## config.mk

```make
export PLATFORM = sky130hd
export DESIGN_NAME = led_owner_arbiter
export DESIGN_NICKNAME = d
export VERILOG_FILES = /design/src/rtl/led_owner_arbiter.sv
export SDC_FILE = /design/constraint.sdc
export NUM_CORES = 1
export LEC_CHECK = 0
export CELL_PAD_IN_SITES_DETAIL_PLACEMENT = 2
export CELL_PAD_IN_SITES_GLOBAL_PLACEMENT = 2
export CORE_ASPECT_RATIO = 1.25
export CORE_MARGIN = 3
export CORE_UTILIZATION = 35
export DETAILED_ROUTE_END_ITERATION = 8
export PLACE_DENSITY_LB_ADDON = 0.1
export SLEW_MARGIN = 15
export SYNTH_ARGS = -nofsm -noshare
export SYNTH_HDL_FRONTEND = slang
export SYNTH_SLANG_ARGS = --single-unit
export TNS_END_PERCENT = 30
```

## constraint.sdc

```tcl
create_clock -name clk -period 7.57 [get_ports clk]
set_clock_uncertainty 0.2 [all_clocks]
set_input_delay 2.271 -clock clk [delete_from_list [all_inputs] [get_ports clk]]
set_output_delay 2.271 -clock clk [all_outputs]
set_load 0.1 [all_outputs]
```

## src/rtl/led_owner_arbiter.sv

```systemverilog
// LED bank owner arbiter: round-robin req/gnt ownership with lease preemption
// and a heartbeat on the bank whenever nobody owns it.
module led_owner_arbiter #(
  parameter int NUM_REQ       = 4,
  parameter int LED_W         = 8,
  parameter int MAX_LEASE_CYC = 125_000_000,
  parameter int HB_DIV        = 62_500_000
) (
  input  logic                       clk,
  input  logic                       rst,
  input  logic [NUM_REQ-1:0]         req,
  input  logic [NUM_REQ*LED_W-1:0]   led_data,
  output logic [NUM_REQ-1:0]         gnt,
  output logic [$clog2(NUM_REQ)-1:0] owner_id,
  output logic                       busy,
  output logic                       timeout,
  output logic [LED_W-1:0]           leds_o
);

  localparam int IDW = $clog2(NUM_REQ);
  localparam int HBW = $clog2(HB_DIV);
  localparam int LW  = (MAX_LEASE_CYC > 0) ? $clog2(MAX_LEASE_CYC + 1) : 1;
  localparam logic [LW-1:0]  LEASE_MAX  = LW'(MAX_LEASE_CYC);
  localparam logic [LW-1:0]  LEASE_LAST =
    (MAX_LEASE_CYC > 0) ? LW'(MAX_LEASE_CYC - 1) : '0;
  localparam logic [HBW-1:0] HB_LAST = HBW'(HB_DIV - 1);

  typedef enum logic [1:0] {IDLE, OWN, EVICT} state_t;

  state_t             state_q, state_d;
  logic [IDW-1:0]     rr_ptr;
  logic [NUM_REQ-1:0] lock;
  logic [HBW-1:0]     hb_cnt;
  logic               hb, hb_nxt;
  logic [LW-1:0]      lease_cnt;

  logic [NUM_REQ-1:0] elig, own_oh, gnt_d;
  logic [LED_W-1:0]   own_data, hb_led, leds_d;
  logic [IDW-1:0]     win, owner_d;
  logic               found, grant, expired;

  assign hb_nxt = (hb_cnt == HB_LAST) ? ~hb : hb;
  assign hb_led = LED_W'(hb_nxt);
  assign elig   = req & ~lock;
  assign expired = (MAX_LEASE_CYC != 0) && (lease_cnt >= LEASE_LAST);

  always_comb begin
    own_oh   = '0;
    own_data = '0;
    for (int i = 0; i < NUM_REQ; i++) begin
      if (owner_id == IDW'(i)) begin
        own_oh[i] = 1'b1;
        own_data  = led_data[i*LED_W +: LED_W];
      end
    end
  end

  // Round-robin: first eligible requester at or after rr_ptr, wrapping.
  always_comb begin
    win   = '0;
    found = 1'b0;
    for (int k = 0; k < NUM_REQ; k++) begin
      if (!found && elig[(int'(rr_ptr) + k) % NUM_REQ]) begin
        found = 1'b1;
        win   = IDW'((int'(rr_ptr) + k) % NUM_REQ);
      end
    end
  end

  always_comb begin
    state_d = state_q;
    grant   = 1'b0;
    leds_d  = leds_o;
    unique case (state_q)
      IDLE: begin
        leds_d = hb_led;
        if (found) begin
          state_d = OWN;
          grant   = 1'b1;
        end
      end
      OWN: begin
        if (!req[owner_id]) begin
          state_d = IDLE;
          leds_d  = hb_led;
        end else begin
          leds_d = own_data;
          if (expired && |(elig & ~own_oh))
            state_d = EVICT;
        end
      end
      default: state_d = IDLE;
    endcase
    owner_d = grant ? win : owner_id;
    gnt_d   = '0;
    if (state_d == OWN)
      gnt_d[owner_d] = 1'b1;
  end

  always_ff @(posedge clk or posedge rst) begin
    if (rst) begin
      state_q   <= IDLE;
      rr_ptr    <= '0;
      lock      <= '0;
      hb_cnt    <= '0;
      hb        <= 1'b0;
      lease_cnt <= '0;
      owner_id  <= '0;
      gnt       <= '0;
      busy      <= 1'b0;
      timeout   <= 1'b0;
      leds_o    <= '0;
    end else begin
      state_q  <= state_d;
      hb       <= hb_nxt;
      hb_cnt   <= (hb_cnt == HB_LAST) ? '0 : hb_cnt + 1'b1;
      gnt      <= gnt_d;
      busy     <= (state_d == OWN);
      timeout  <= (state_d == EVICT);
      leds_o   <= leds_d;
      owner_id <= owner_d;
      if (grant) begin
        rr_ptr    <= IDW'((int'(win) + 1) % NUM_REQ);
        lease_cnt <= '0;
      end else if (state_q == OWN && lease_cnt != LEASE_MAX) begin
        lease_cnt <= lease_cnt + 1'b1;
      end
      // Dropping req always unlocks, even during the eviction cycle.
      for (int i = 0; i < NUM_REQ; i++) begin
        if (!req[i])
          lock[i] <= 1'b0;
        else if (state_q == EVICT && own_oh[i])
          lock[i] <= 1'b1;
      end
    end
  end

endmodule

```

==> out/qor.csv <==
metric;value;unit
crit end category;output pin;
CP bufs+invs;1;
global-route wire length before repair;18300;um
Max transition margin;0.311;
hold crit path type;reg2reg;
#FFs+latches synth;78;
Clock Sink Count;78;
status;finished clean;
I/O pin total;54;
fin crit share;0.645;
Chip Height;126;um
row cnt;43;
Final Critical Period;4.89;ns
sequential share of the synthesized area;0.488;
CTS tree;built;
Worst path max stage delay;1.26;ns
ratio of cells with drive above 1 in the final layout;0.104;
YS warnings;0;
WHS Path Cells;1;
die area;12800;um2
clk slew on worst S/H paths;0.06;ns
Via density;5.36;
CTS buffer count;9;
overall routing resource usage;0.183;
Synth cell types;51;
cts repair resizes;0;
Initial Util;0.359;
Worst R2R Path Depth;5;
chip width;102;um
Cells after Synth;374;
Synth Net Count;415;
commonest non-fill, non-tap cell in the layout;dfrtp_1;
Avg WL per Cell;18.9;um
Remaining DRCs;0;
Worst Path Arrival;2.42;ns
Core ar.;11100;um2
CTS root buffer;clkbuf_16;
Async SR Flop Fraction;1.00;
Fin. Hold Viols;0;
initial antenna violation count;0;
post-synthesis cell area;4000;um2
port bufs;53;
Layout area overhead;24.4;%
# H-tree levels;3;
Fin Setup TNS;0;ns
CTS Hold Buffers Added;0;
# fillers;1172;
RSZ-0062 raised after global routing;no;
worst path cell trace;clkdlybuf4s50_1;
number of max-cap violations;0;
critical path class;reg2out;
post-route cell area;4970;um2
Slew Limit Fails;0;
f_max;205;MHz
Worst setup SP type;flop;
register area;1950;um2
routability cong.;0.775;
Max VDD drop;0.000237;V
postcts setup bufs;0;
CP max-delay cell;clkdlybuf4s50_1;
hpwl dp;7740;um
Worst path depth;1;
average cell area after synthesis;10.7;um2
Crit Path Max Fanout;19;
Post-DRT Antenna Nets;0;
crit-path leading delay family;buffers and inverters;
ant diodes;0;
vias;3047;
DP Area;4660;um2
latest clock arrival within the worst-skew pair;0.34;ns
area occupied by multi-input gates;1940;um2
Worst-Margin Slew;1.03;ns
vias in the first global route;3530;
Final nets;470;
largest net degree at the start of global routing;79;
grt ovf;0;
Power Dens Cells;318;nW/um2
Starting DRT DRC Count;86;
Worst EP required;5.10;ns
number of flops mapped to enable cells by yosys;0;
most frequent cells in the layout;78 x dfrtp_1, 53 x nor2_1, 53 x clkdlybuf4s50_1;
Top FF cell, synth;dfrtp_1;
leak pwr;0.00218;uW
CTS max path bufs;2;
setup violators final;0;
final WL;10800;um
DR pass1 iterations;4;
-- where the power goes --
group          switching, uW  total [uW]  internal (uW)
Clock                    178         451            273
Sequential              73.8         538            464
Combinational            403         591            189
Total                    655        1580            926
-- cell families (layout without fill, tap and decap cells) --
| group | count (synthesis) | in the layout | share of synthesized area |
|---|---|---|---|
| compound gates | 36 | 36 | 0.0701 |
| xor+xnor | 48 | 48 | 0.105 |
| fa+ha+maj | 3 | 3 | 0.00938 |
| buf+inv | 25 | 85 | 0.0260 |
| flops | 78 | 78 | 0.488 |
| mux | 13 | 13 | 0.0616 |
| simple gates | 171 | 171 | 0.240 |
-- layout make-up --
cell class                 count  area share
multi-input combinational    271       0.391
clock buffer                  11      0.0508
inverter                      14      0.0108
sequential                    78       0.392
tap                          135      0.0340
timing repair buffer          55       0.110
clock inverter                 5      0.0116
-- cell usage after synthesis, drive strengths merged (3+ instances only) --
cell | n | area (um2)
a21oi | 6 | 30.0
a31oi | 3 | 18.8
a32o | 7 | 70.1
and3 | 10 | 63.8
and4 | 4 | 37.5
buf | 9 | 43.8
dfrtp | 78 | 1950
ha | 3 | 37.5
inv | 14 | 52.6
mux2 | 3 | 33.8
mux4 | 9 | 203
nand2 | 23 | 88.8
nand3 | 21 | 105
nand3b | 3 | 22.5
nand4 | 17 | 121
nor2 | 54 | 210
nor2b | 8 | 50.1
nor3 | 9 | 45.0
nor4 | 10 | 123
nor4b | 3 | 26.3
o21a | 3 | 22.5
o21ai | 7 | 35.0
xnor2 | 13 | 114
xor2 | 35 | 307
-- registers in the layout, summed over array words and instances (netlist names) --
name       cells
lease_cnt     27
busy           1
state_q        2
hb_cnt        26
leds_o         8
gnt            4
lock           4
timeout        1
rr_ptr         2
hb             1
owner_id       2
-- worst paths after layout --
check                             from       endpoint  slack (ns)
min                            lock[2]        lock[2]        0.29
max reg2reg                 hb_cnt[12]      leds_o[0]        4.90
min reg2reg                    lock[2]        lock[2]        0.29
max                        owner_id[1]    owner_id[1]        2.68
min in group asynchronous          rst      leds_o[6]        2.35
max in group asynchronous          rst  lease_cnt[18]        4.13
-- metrics by stage --
stage / hold WS (ns) / total power [uW] / cells / setup WS [ns] / utilization
global route: 0.307 / 1660 / 569 / 2.57 / 0.447
finish: 0.291 / 1580 / 569 / 2.68 / 0.447
floorplan: 0.248 / 980 / 374 / 3.10 / -
CTS: 0.299 / 1610 / 569 / 2.65 / 0.447
detailed placement: 0.286 / 1150 / 553 / 2.90 / 0.419
global placement: 0.268 / 1130 / 553 / 3.00 / 0.419
-- routing by layer --
metal | vias to the layer above | track usage | share of wire | routed length, um
met5 | - | 0 | 0 | 0
met4 | 0 | 0.0634 | 0.013 | 143
met3 | 10 | 0.0206 | 0.011 | 120
met2 | 19 | 0.329 | 0.55 | 5950
met1 | 1583 | 0.222 | 0.42 | 4540
li1 | 1435 | - | - | -
Power figures use the tool's default switching activity.
